`src/rtl/hazard_ctrl_pkg.sv`:
```
// hazard_ctrl_pkg: constants shared by the hazard controller and its bench.
//   state_t    : control FSM state encoding (IDLE / LD_STALL / MD_BUSY)
//   FWD_*      : operand-select codes driven on fwd_a / fwd_b
//   LAT_W      : width of the stall/occupancy down-counter (holds up to 15)
package hazard_ctrl_pkg;

    typedef enum logic [1:0] {
        ST_IDLE     = 2'd0,
        ST_LD_STALL = 2'd1,
        ST_MD_BUSY  = 2'd2
    } state_t;

    localparam logic [1:0] FWD_NONE = 2'b00;  // register file value
    localparam logic [1:0] FWD_WB   = 2'b01;  // MEM/WB result
    localparam logic [1:0] FWD_MEM  = 2'b10;  // EX/MEM result

    localparam int LAT_W = 4;

endpackage

```
`src/rtl/hazard_ctrl_fwd_select.sv`:
```
// fwd_select: bypass-source selection for one EX operand.
//   i_ex_src       : source register of the instruction in EX
//   i_mem_rd/_regwrite : EX/MEM writer
//   i_wb_rd/_regwrite  : MEM/WB writer
//   o_fwd          : FWD_MEM, FWD_WB or FWD_NONE
// The younger EX/MEM result wins over MEM/WB; register 0 is never bypassed.
// With FWD_EN = 0 the output is tied to FWD_NONE and hazards are stalled instead.
module fwd_select
    import hazard_ctrl_pkg::*;
#(
    parameter int REG_BITS = 5,
    parameter int FWD_EN   = 1
) (
    input  logic [REG_BITS-1:0] i_ex_src,
    input  logic [REG_BITS-1:0] i_mem_rd,
    input  logic                i_mem_regwrite,
    input  logic [REG_BITS-1:0] i_wb_rd,
    input  logic                i_wb_regwrite,
    output logic [1:0]          o_fwd
);

    logic w_mem_hit;
    logic w_wb_hit;

    assign w_mem_hit = i_mem_regwrite && (i_mem_rd != '0) && (i_mem_rd == i_ex_src);
    assign w_wb_hit  = i_wb_regwrite  && (i_wb_rd  != '0) && (i_wb_rd  == i_ex_src);

    always_comb begin
        o_fwd = FWD_NONE;
        if (FWD_EN != 0) begin
            if (w_mem_hit)
                o_fwd = FWD_MEM;
            else if (w_wb_hit)
                o_fwd = FWD_WB;
        end
    end

endmodule

```
`src/rtl/hazard_ctrl.sv`:
```
// hazard_ctrl: pipeline hazard unit for a 5-stage in-order core.
//   clock, reset          : rising-edge clock, asynchronous active-high reset
//   id_*                  : sources of the instruction in IF/ID
//   ex_*                  : ID/EX destination/controls and sources (for bypass)
//   mem_*, wb_*           : EX/MEM and MEM/WB writers
//   branch_taken          : taken branch resolved in EX
//   pc_write, if_id_write : front-end register enables
//   id_ex_bubble, ex_hold : insert bubble into ID/EX / freeze ID/EX and EX
//   if_id_flush, id_ex_flush : squash on taken branch
//   fwd_a, fwd_b          : operand bypass selects
//   md_busy, stall_cnt    : multi-cycle busy flag, saturating stall counter
//   dbg_state             : current FSM state (debug visibility)
// Branches are not expected while a mul/div occupies EX; that is asserted.
module hazard_ctrl
    import hazard_ctrl_pkg::*;
#(
    parameter int REG_BITS = 5,
    parameter int LOAD_LAT = 1,
    parameter int MD_LAT   = 4,
    parameter int FWD_EN   = 1,
    parameter int CNT_W    = 16
) (
    input  logic                clock,
    input  logic                reset,
    input  logic [REG_BITS-1:0] id_rs,
    input  logic [REG_BITS-1:0] id_rt,
    input  logic                id_use_rs,
    input  logic                id_use_rt,
    input  logic [REG_BITS-1:0] ex_rd,
    input  logic                ex_regwrite,
    input  logic                ex_memread,
    input  logic                ex_md_start,
    input  logic [REG_BITS-1:0] ex_rs,
    input  logic [REG_BITS-1:0] ex_rt,
    input  logic [REG_BITS-1:0] mem_rd,
    input  logic                mem_regwrite,
    input  logic [REG_BITS-1:0] wb_rd,
    input  logic                wb_regwrite,
    input  logic                branch_taken,
    output logic                pc_write,
    output logic                if_id_write,
    output logic                id_ex_bubble,
    output logic                ex_hold,
    output logic                if_id_flush,
    output logic                id_ex_flush,
    output logic [1:0]          fwd_a,
    output logic [1:0]          fwd_b,
    output logic                md_busy,
    output logic [CNT_W-1:0]    stall_cnt,
    output logic [1:0]          dbg_state
);

    state_t           r_state;
    logic [LAT_W-1:0] r_cnt;
    logic [CNT_W-1:0] r_stall_cnt;

    state_t           w_state_nxt;
    logic [LAT_W-1:0] w_cnt_nxt;
    logic             w_ex_match;
    logic             w_mem_match;
    logic             w_load_use;
    logic             w_raw_stall;
    logic             w_stall;

    // ---------------- bypass selection ----------------
    fwd_select #(.REG_BITS(REG_BITS), .FWD_EN(FWD_EN)) u_fwd_a (
        .i_ex_src       (ex_rs),
        .i_mem_rd       (mem_rd),
        .i_mem_regwrite (mem_regwrite),
        .i_wb_rd        (wb_rd),
        .i_wb_regwrite  (wb_regwrite),
        .o_fwd          (fwd_a)
    );

    fwd_select #(.REG_BITS(REG_BITS), .FWD_EN(FWD_EN)) u_fwd_b (
        .i_ex_src       (ex_rt),
        .i_mem_rd       (mem_rd),
        .i_mem_regwrite (mem_regwrite),
        .i_wb_rd        (wb_rd),
        .i_wb_regwrite  (wb_regwrite),
        .o_fwd          (fwd_b)
    );

    // ---------------- hazard detection ----------------
    assign w_ex_match  = ex_regwrite && (ex_rd != '0) &&
                         ((id_use_rs && (id_rs == ex_rd)) || (id_use_rt && (id_rt == ex_rd)));
    assign w_mem_match = mem_regwrite && (mem_rd != '0) &&
                         ((id_use_rs && (id_rs == mem_rd)) || (id_use_rt && (id_rt == mem_rd)));
    assign w_load_use  = ex_memread && w_ex_match;
    // Without bypassing, any in-flight writer ahead of WB blocks the reader;
    // WB itself is covered by write-before-read in the register file.
    assign w_raw_stall = (FWD_EN == 0) && (w_ex_match || w_mem_match);
    // A mul/div entering EX takes precedence over any stall request.
    assign w_stall     = (w_load_use || w_raw_stall) && !ex_md_start;

    // ---------------- FSM: state register ----------------
    always_ff @(posedge clock or posedge reset) begin
        if (reset) begin
            r_state <= ST_IDLE;
            r_cnt   <= '0;
        end else begin
            r_state <= w_state_nxt;
            r_cnt   <= w_cnt_nxt;
        end
    end

    // ---------------- FSM: next state ----------------
    always_comb begin
        w_state_nxt = r_state;
        w_cnt_nxt   = r_cnt;
        case (r_state)
            ST_IDLE: begin
                if (ex_md_start) begin
                    w_state_nxt = ST_MD_BUSY;
                    w_cnt_nxt   = LAT_W'(MD_LAT - 1);
                end else if (!branch_taken && w_load_use && (LOAD_LAT > 1)) begin
                    w_state_nxt = ST_LD_STALL;
                    w_cnt_nxt   = LAT_W'(LOAD_LAT - 1);
                end
            end
            ST_LD_STALL: begin
                if (branch_taken || (r_cnt <= LAT_W'(1))) begin
                    w_state_nxt = ST_IDLE;
                    w_cnt_nxt   = '0;
                end else begin
                    w_cnt_nxt   = r_cnt - 1'b1;
                end
            end
            ST_MD_BUSY: begin
                if (r_cnt <= LAT_W'(1)) begin
                    w_state_nxt = ST_IDLE;
                    w_cnt_nxt   = '0;
                end else begin
                    w_cnt_nxt   = r_cnt - 1'b1;
                end
            end
            default: begin
                w_state_nxt = ST_IDLE;
                w_cnt_nxt   = '0;
            end
        endcase
    end

    // ---------------- FSM: outputs ----------------
    always_comb begin
        pc_write     = 1'b1;
        if_id_write  = 1'b1;
        id_ex_bubble = 1'b0;
        ex_hold      = 1'b0;
        if_id_flush  = 1'b0;
        id_ex_flush  = 1'b0;
        md_busy      = 1'b0;
        case (r_state)
            ST_MD_BUSY: begin
                md_busy     = 1'b1;
                ex_hold     = 1'b1;
                pc_write    = 1'b0;
                if_id_write = 1'b0;
            end
            ST_LD_STALL: begin
                if (branch_taken) begin
                    if_id_flush = 1'b1;
                    id_ex_flush = 1'b1;
                end else begin
                    pc_write     = 1'b0;
                    if_id_write  = 1'b0;
                    id_ex_bubble = 1'b1;
                end
            end
            default: begin
                if (branch_taken) begin
                    if_id_flush = 1'b1;
                    id_ex_flush = 1'b1;
                end else if (w_stall) begin
                    pc_write     = 1'b0;
                    if_id_write  = 1'b0;
                    id_ex_bubble = 1'b1;
                end
            end
        endcase
    end

    // ---------------- saturating stall counter ----------------
    always_ff @(posedge clock or posedge reset) begin
        if (reset)
            r_stall_cnt <= '0;
        else if (!pc_write && (r_stall_cnt != '1))
            r_stall_cnt <= r_stall_cnt + 1'b1;
    end

    assign stall_cnt = r_stall_cnt;
    assign dbg_state = r_state;

    a_no_branch_in_md: assert property (@(posedge clock) disable iff (reset)
        !((r_state == ST_MD_BUSY) && branch_taken));

endmodule

```
`config.mk`:
```
export PLATFORM = sky130hd
export DESIGN_NAME = hazard_ctrl
export DESIGN_NICKNAME = d
export VERILOG_FILES = /design/src/rtl/hazard_ctrl_pkg.sv /design/src/rtl/hazard_ctrl_fwd_select.sv /design/src/rtl/hazard_ctrl.sv
export SDC_FILE = /design/constraint.sdc
export NUM_CORES = 1
export LEC_CHECK = 0
export CORE_MARGIN = 5
export CORE_UTILIZATION = 32
export DETAILED_ROUTE_END_ITERATION = 8
export HOLD_SLACK_MARGIN = 0.05
export PLACE_DENSITY_LB_ADDON = 0.3
export SKIP_LAST_GASP = 1
export SLEW_MARGIN = 10
export SYNTH_ARGS = -nofsm -noshare
export SYNTH_HDL_FRONTEND = slang
export SYNTH_SLANG_ARGS = --single-unit
```
`constraint.sdc`:
```
create_clock -name clock -period 1.7 [get_ports clock]
set_clock_uncertainty 0.1 [all_clocks]
set_input_delay 0.34 -clock clock [delete_from_list [all_inputs] [get_ports clock]]
set_output_delay 0.34 -clock clock [all_outputs]
set_load 0.02 [all_outputs]
```
# Yosys cells after proc, flatten, opt, wreduce, memory -nomap -nowiden
# Cells that the tools add are included.
# word_totals
reg_bits	22
latch_bits	0
ram_bits	0
romBits	0
output_inout_bits	29
elab_cells	62
n_memories	0
# classes
addsub	2
mul	0
div_mod_pow	0
n_lt_le_gt_ge	1
n_eq_ne	12
shift	0
mux	22
bitwise	0
reduce_logical	22
# op_table
cell	count
$eq A5 B5 Y1	6
$add A16 B1 Y16 const B	1
$ne A16 B16 Y1 const B	1
$reduce_bool A5 Y1	3
$logic_and A1 B1 Y1	13
$mux W4	3
$pmux W4 S3	1
$mux W1	10
$mux W2	5
$ne A2 B2 Y1 const B	3
$pmux W2 S3	1
$le A4 B1 Y1 const B	1
$pmux W1 S2	2
$sub A4 B1 Y4 const B	1
$reduce_and A3 Y1	1
$eq A2 B1 Y1 const B	1
$eq A2 B2 Y1 const B	1
$logic_not A1 Y1	2
$logic_not A2 Y1	1
$logic_or A1 B1 Y1	2

# Depth between registers and ports, before layout
# logic_depth
word_depth	11
depth_mapped	8
depth_no_buf	7

# Cells and area by module
# From an unflattened synthesis, not the netlist that was laid out.
# hier_totals
cells_unflattened	173
area_unflattened_um2	1562.7
# modules_own_cells
module	instances	cells_per_inst	area_per_inst_um2
hazard_ctrl	1	131	1244.9
fwd_select	2	21	158.9

# Worst setup path before layout
# Ideal clock, no wire load.
# synth_path
kind	in2out
startpoint	in mem_rd[0]
endpoint	out fwd_a[0]
arrival_ns	1.863
setup_slack_ns	-0.603
path_stages	4
path_buffers	0
path_cell_list	or4_1 -> o21ai_0 -> nor4_1 -> nor4_1
# synth_between
elab_chain_len	4
elab_cells_between_ends	5
classes_between	eq/ne (1); mux (1); reduce/logical (3)
# synth_lines
element	line	rtl
start, declared	hazard_ctrl.sv:35	input logic [REG_BITS-1:0] mem_rd,
$reduce_bool A5 Y1	-	
$logic_and A1 B1 Y1	hazard_ctrl_fwd_select.sv:25	assign w_mem_hit = i_mem_regwrite && (i_mem_rd != '0) && (i_mem_rd == i_ex_src);
$logic_and A1 B1 Y1 (*)	hazard_ctrl_fwd_select.sv:25	
named net u_fwd_a.w_mem_hit	hazard_ctrl_fwd_select.sv:22	logic w_mem_hit;
$mux W2 (*)	hazard_ctrl_fwd_select.sv:31	if (w_mem_hit)
end, declared	hazard_ctrl.sv:46	output logic [1:0] fwd_a,
# Mark *: on every way through the listed nets, which the timed path passes. The rest lies on a longest branch.

# Worst setup path in the final report
# layout_path
startpoint	in wb_rd[2]
endpoint	out fwd_a[0]
# layout_between
elab_chain_len	5
elab_cells_between_ends	6
classes_between	eq/ne (1); mux (2); reduce/logical (3)
# layout_lines
element	line	rtl
start, declared	hazard_ctrl.sv:37	input logic [REG_BITS-1:0] wb_rd,
$reduce_bool A5 Y1	hazard_ctrl_fwd_select.sv:26	assign w_wb_hit = i_wb_regwrite && (i_wb_rd != '0) && (i_wb_rd == i_ex_src);
$logic_and A1 B1 Y1	hazard_ctrl_fwd_select.sv:26	
$logic_and A1 B1 Y1 (*)	hazard_ctrl_fwd_select.sv:26	
$mux W1 (*)	hazard_ctrl_fwd_select.sv:33	else if (w_wb_hit)
$mux W2 (*)	hazard_ctrl_fwd_select.sv:31	
# Mark *: on every way between the ends. The rest lies on a longest branch, timed or not.

==> impl_metrics.toml <==
[finish]
stdcell_count = 328
fillers = 376
antennaDiodeCount = 0
drive_gt1_frac = 0.536
multi_input_area_mm2 = 0.00120
register_area_um2 = 534
nets = 325
syn2layout_area_growth_pct = 95.6
post-route-util = 0.651
fin_area_mm2 = 0.00287

[critical_path]
r2r_start = "stall_cnt[1]"
start_kind = "primary input"
worstSetupEndpointType = "output port"
reg2reg_depth = 6
worstReg2RegEnd = "stall_cnt[1]"
cp_max_fo = 3
critPathKind = "in -> out"
worst_ep_arrival_time_ns = 1.59
r2r_slack_ns = -0.09
cp.required_ns = 1.26

[job]
max_cap_viol_count = 0

[cts]
numClockSinks = 21
tritoncts = "done"
clock_path_buffers = 2
cts_root_buf = "clkbuf_8"
cts_max_level = 1
cts_made_buffers = 3
cts-hold-fix-buffers = 0
clkTransAtPathRegs_ns = 0.08
clk_latency_ns = 0.26

[routing]
route.detailed.drc = 0
ant_nets = 0
avgViaCountPerCell = 4.82
drt_iter0_markers = 28
drt-total-wl_um = 4980
wl_per_cell_um = 15.2
firstDrtPassIters = 4
num_vias = 1582

[global_routing]
grt_pass1_wl_um = 8360
grt_pass1_vias = 1732
gr-total-overflow = 0
grt.total_usage = 0.166
antenna_found_initial = 0
grt_max_degree = 22

[sta]
hold_violations = 0
setup_violations = 17
rsz0062_at_grt = "yes"
holdWs_ns = 0.308
slew_viol_final = 0
min_period_ns = 2.03
fin_crit_sh = 1.19
max_freq_ghz = 0.493
fin_tns_setup_ns = -1.84
timing.final.ws_setup_ns = -0.330

[synth]
synth_common_cells = "xnor2_1, dfrtp_1, xor2_1"
synthMuxAreaShare = 0.00767
synth_fa_ha_area_frac = 0.0256
synth_most_common_cell = "xnor2_1"
avgSynthCellArea_um2 = 9.30
synth_top_flop_cell = "dfrtp_1"
synthTopCellsByArea = "dfrtp_1, xnor2_1, xor2_1"
synth_edf_count = 0
yosysTopAreaCellShare = 0.358
ys_seq_area_frac = 0.358
synth_area_leader_cell = "dfrtp_1"
synth_top_family_by_area = "XOR/XNOR gates"
synth-seq-cells = 21
synth_compound_area_frac = 0.0664
async_flop_share = 1.00
syn_nets = 206
ys_types = 30
syn-cell-area_mm2 = 0.00147
synth_xor_area_frac = 0.268
synthCells = 158
synth_warnings = 0
synth-simple-area-share = 0.216

[die]
num_io_pins = 74
die_height_um = 77.8
rows = 24
die_x_um = 77.8
fp.coreArea_mm2 = 0.00441
initial_core_util = 0.333
die-area_mm2 = 0.00605

[hold_path]
min_path_type = "in -> async"

[pwr]
seq_power_share = 0.280
p_sw_mw = 1.18
power_density_mw_per_mm2 = 1010
internal-power_mw = 1.73
switching_share = 0.406
p_leak_nw = 1.37
comb_power_share = 0.607
totalPowerFinal_mw = 2.91
clkPwrFrac = 0.112
ir_drop_mv = 0.803

[place]
io_buffers = 72
placed_cell_area_mm2 = 0.00262
dpl.cell_count = 316
post-place-ws_ns = -1.18
place_congestion = 0.813
dp_hpwl_um = 3670

[outcome]
failed_checks = "setup timing"
status = "finished, violations left"
==> power groups by stage <==
stage	Sequential (mW)	Combinational (mW)	Clock, mW
global placement	0.800	1.59	0
finish	0.815	1.76	0.327
CTS	0.802	1.68	0.339
detailed placement	0.803	1.64	0
floorplan	0.922	0.763	0
global route	0.840	1.91	0.363
==> cells in the final DEF (no fill, tap or decap), types with 3 or more instances in the layout <==
master	synthesis	routed
nor2_1	8	7
xor2_1	15	13
nand3_1	13	4
clkbuf_2	0	3
nor3_2	0	3
buf_8	0	3
nor4_4	0	3
buf_6	1	18
o21ai_0	6	4
clkbuf_8	0	3
nand4_1	5	5
dlygate4sd2_1	0	32
inv_1	4	4
or4_4	0	3
dfrtp_2	0	7
clkdlybuf4s15_1	0	3
buf_2	0	15
nand3_2	0	7
dfrtp_1	21	14
xnor2_2	0	12
xnor2_1	30	18
nand2_1	10	6
buf_4	7	46
==> flip-flops by register name, indices dropped and copies added, names as in the netlist <==
name       cells
r_cnt          4
dbg_state      1
stall_cnt     16
==> metal layers <==
| layer | global-route usage | vias to the layer above | routed length [um] |
|---|---|---|---|
| met4 | 0.0361 | 0 | 42 |
| met1 | 0.215 | 750 | 2190 |
| met5 | 0 | - | 0 |
| li1 | - | 775 | - |
| met3 | 0.0313 | 4 | 279 |
| met2 | 0.285 | 53 | 2460 |
==> worst max path at each step <==
stage / startpoint / to / slack, ns
5_1_grt: mem_rd[2] / fwd_a[0] / -0.36
3_3_place_gp: wb_rd[2] / fwd_a[0] / -1.14
4_1_cts: mem_rd[2] / fwd_a[0] / -0.40
3_5_place_dp: wb_rd[0] / fwd_a[0] / -1.18
6_report: wb_rd[2] / fwd_a[0] / -0.33
2_1_floorplan: wb_rd[2] / fwd_a[0] / -0.17
==> critical path, stage by stage <==
cell	delay (ns)
clkbuf_2	0.11
xor2_1	0.16
or4_4	0.55
nor4_4	0.26
buf_4	0.17
==> kinds of logic (layout without fill, tap and decap cells) <==
kind of cell    after synthesis  count (layout)
simple gates                 59              59
xor+xnor                     45              45
flops                        21              21
compound gates               15              16
buf+inv                      13             130
fa+ha+maj                     3               3
other cells                   1               1
mux                           1               1
==> cell type report <==
cell class,instances,share of cell area
clock buffer,3,0.0144
multi-input combinational,125,0.417
clock inverter,1,0.00174
sequential,21,0.186
tap,52,0.0226
timing repair buffer,122,0.353
inverter,4,0.00523
==> timing repair <==
item | CTS | global route
buffers inserted | 4 | 3
pin swaps | 46 | 20
endpoints found under the setup margin | 44 | 23
gates resized for setup | 211 | 39
gates cloned | 1 | 0
(Power assumes the default switching activity.)
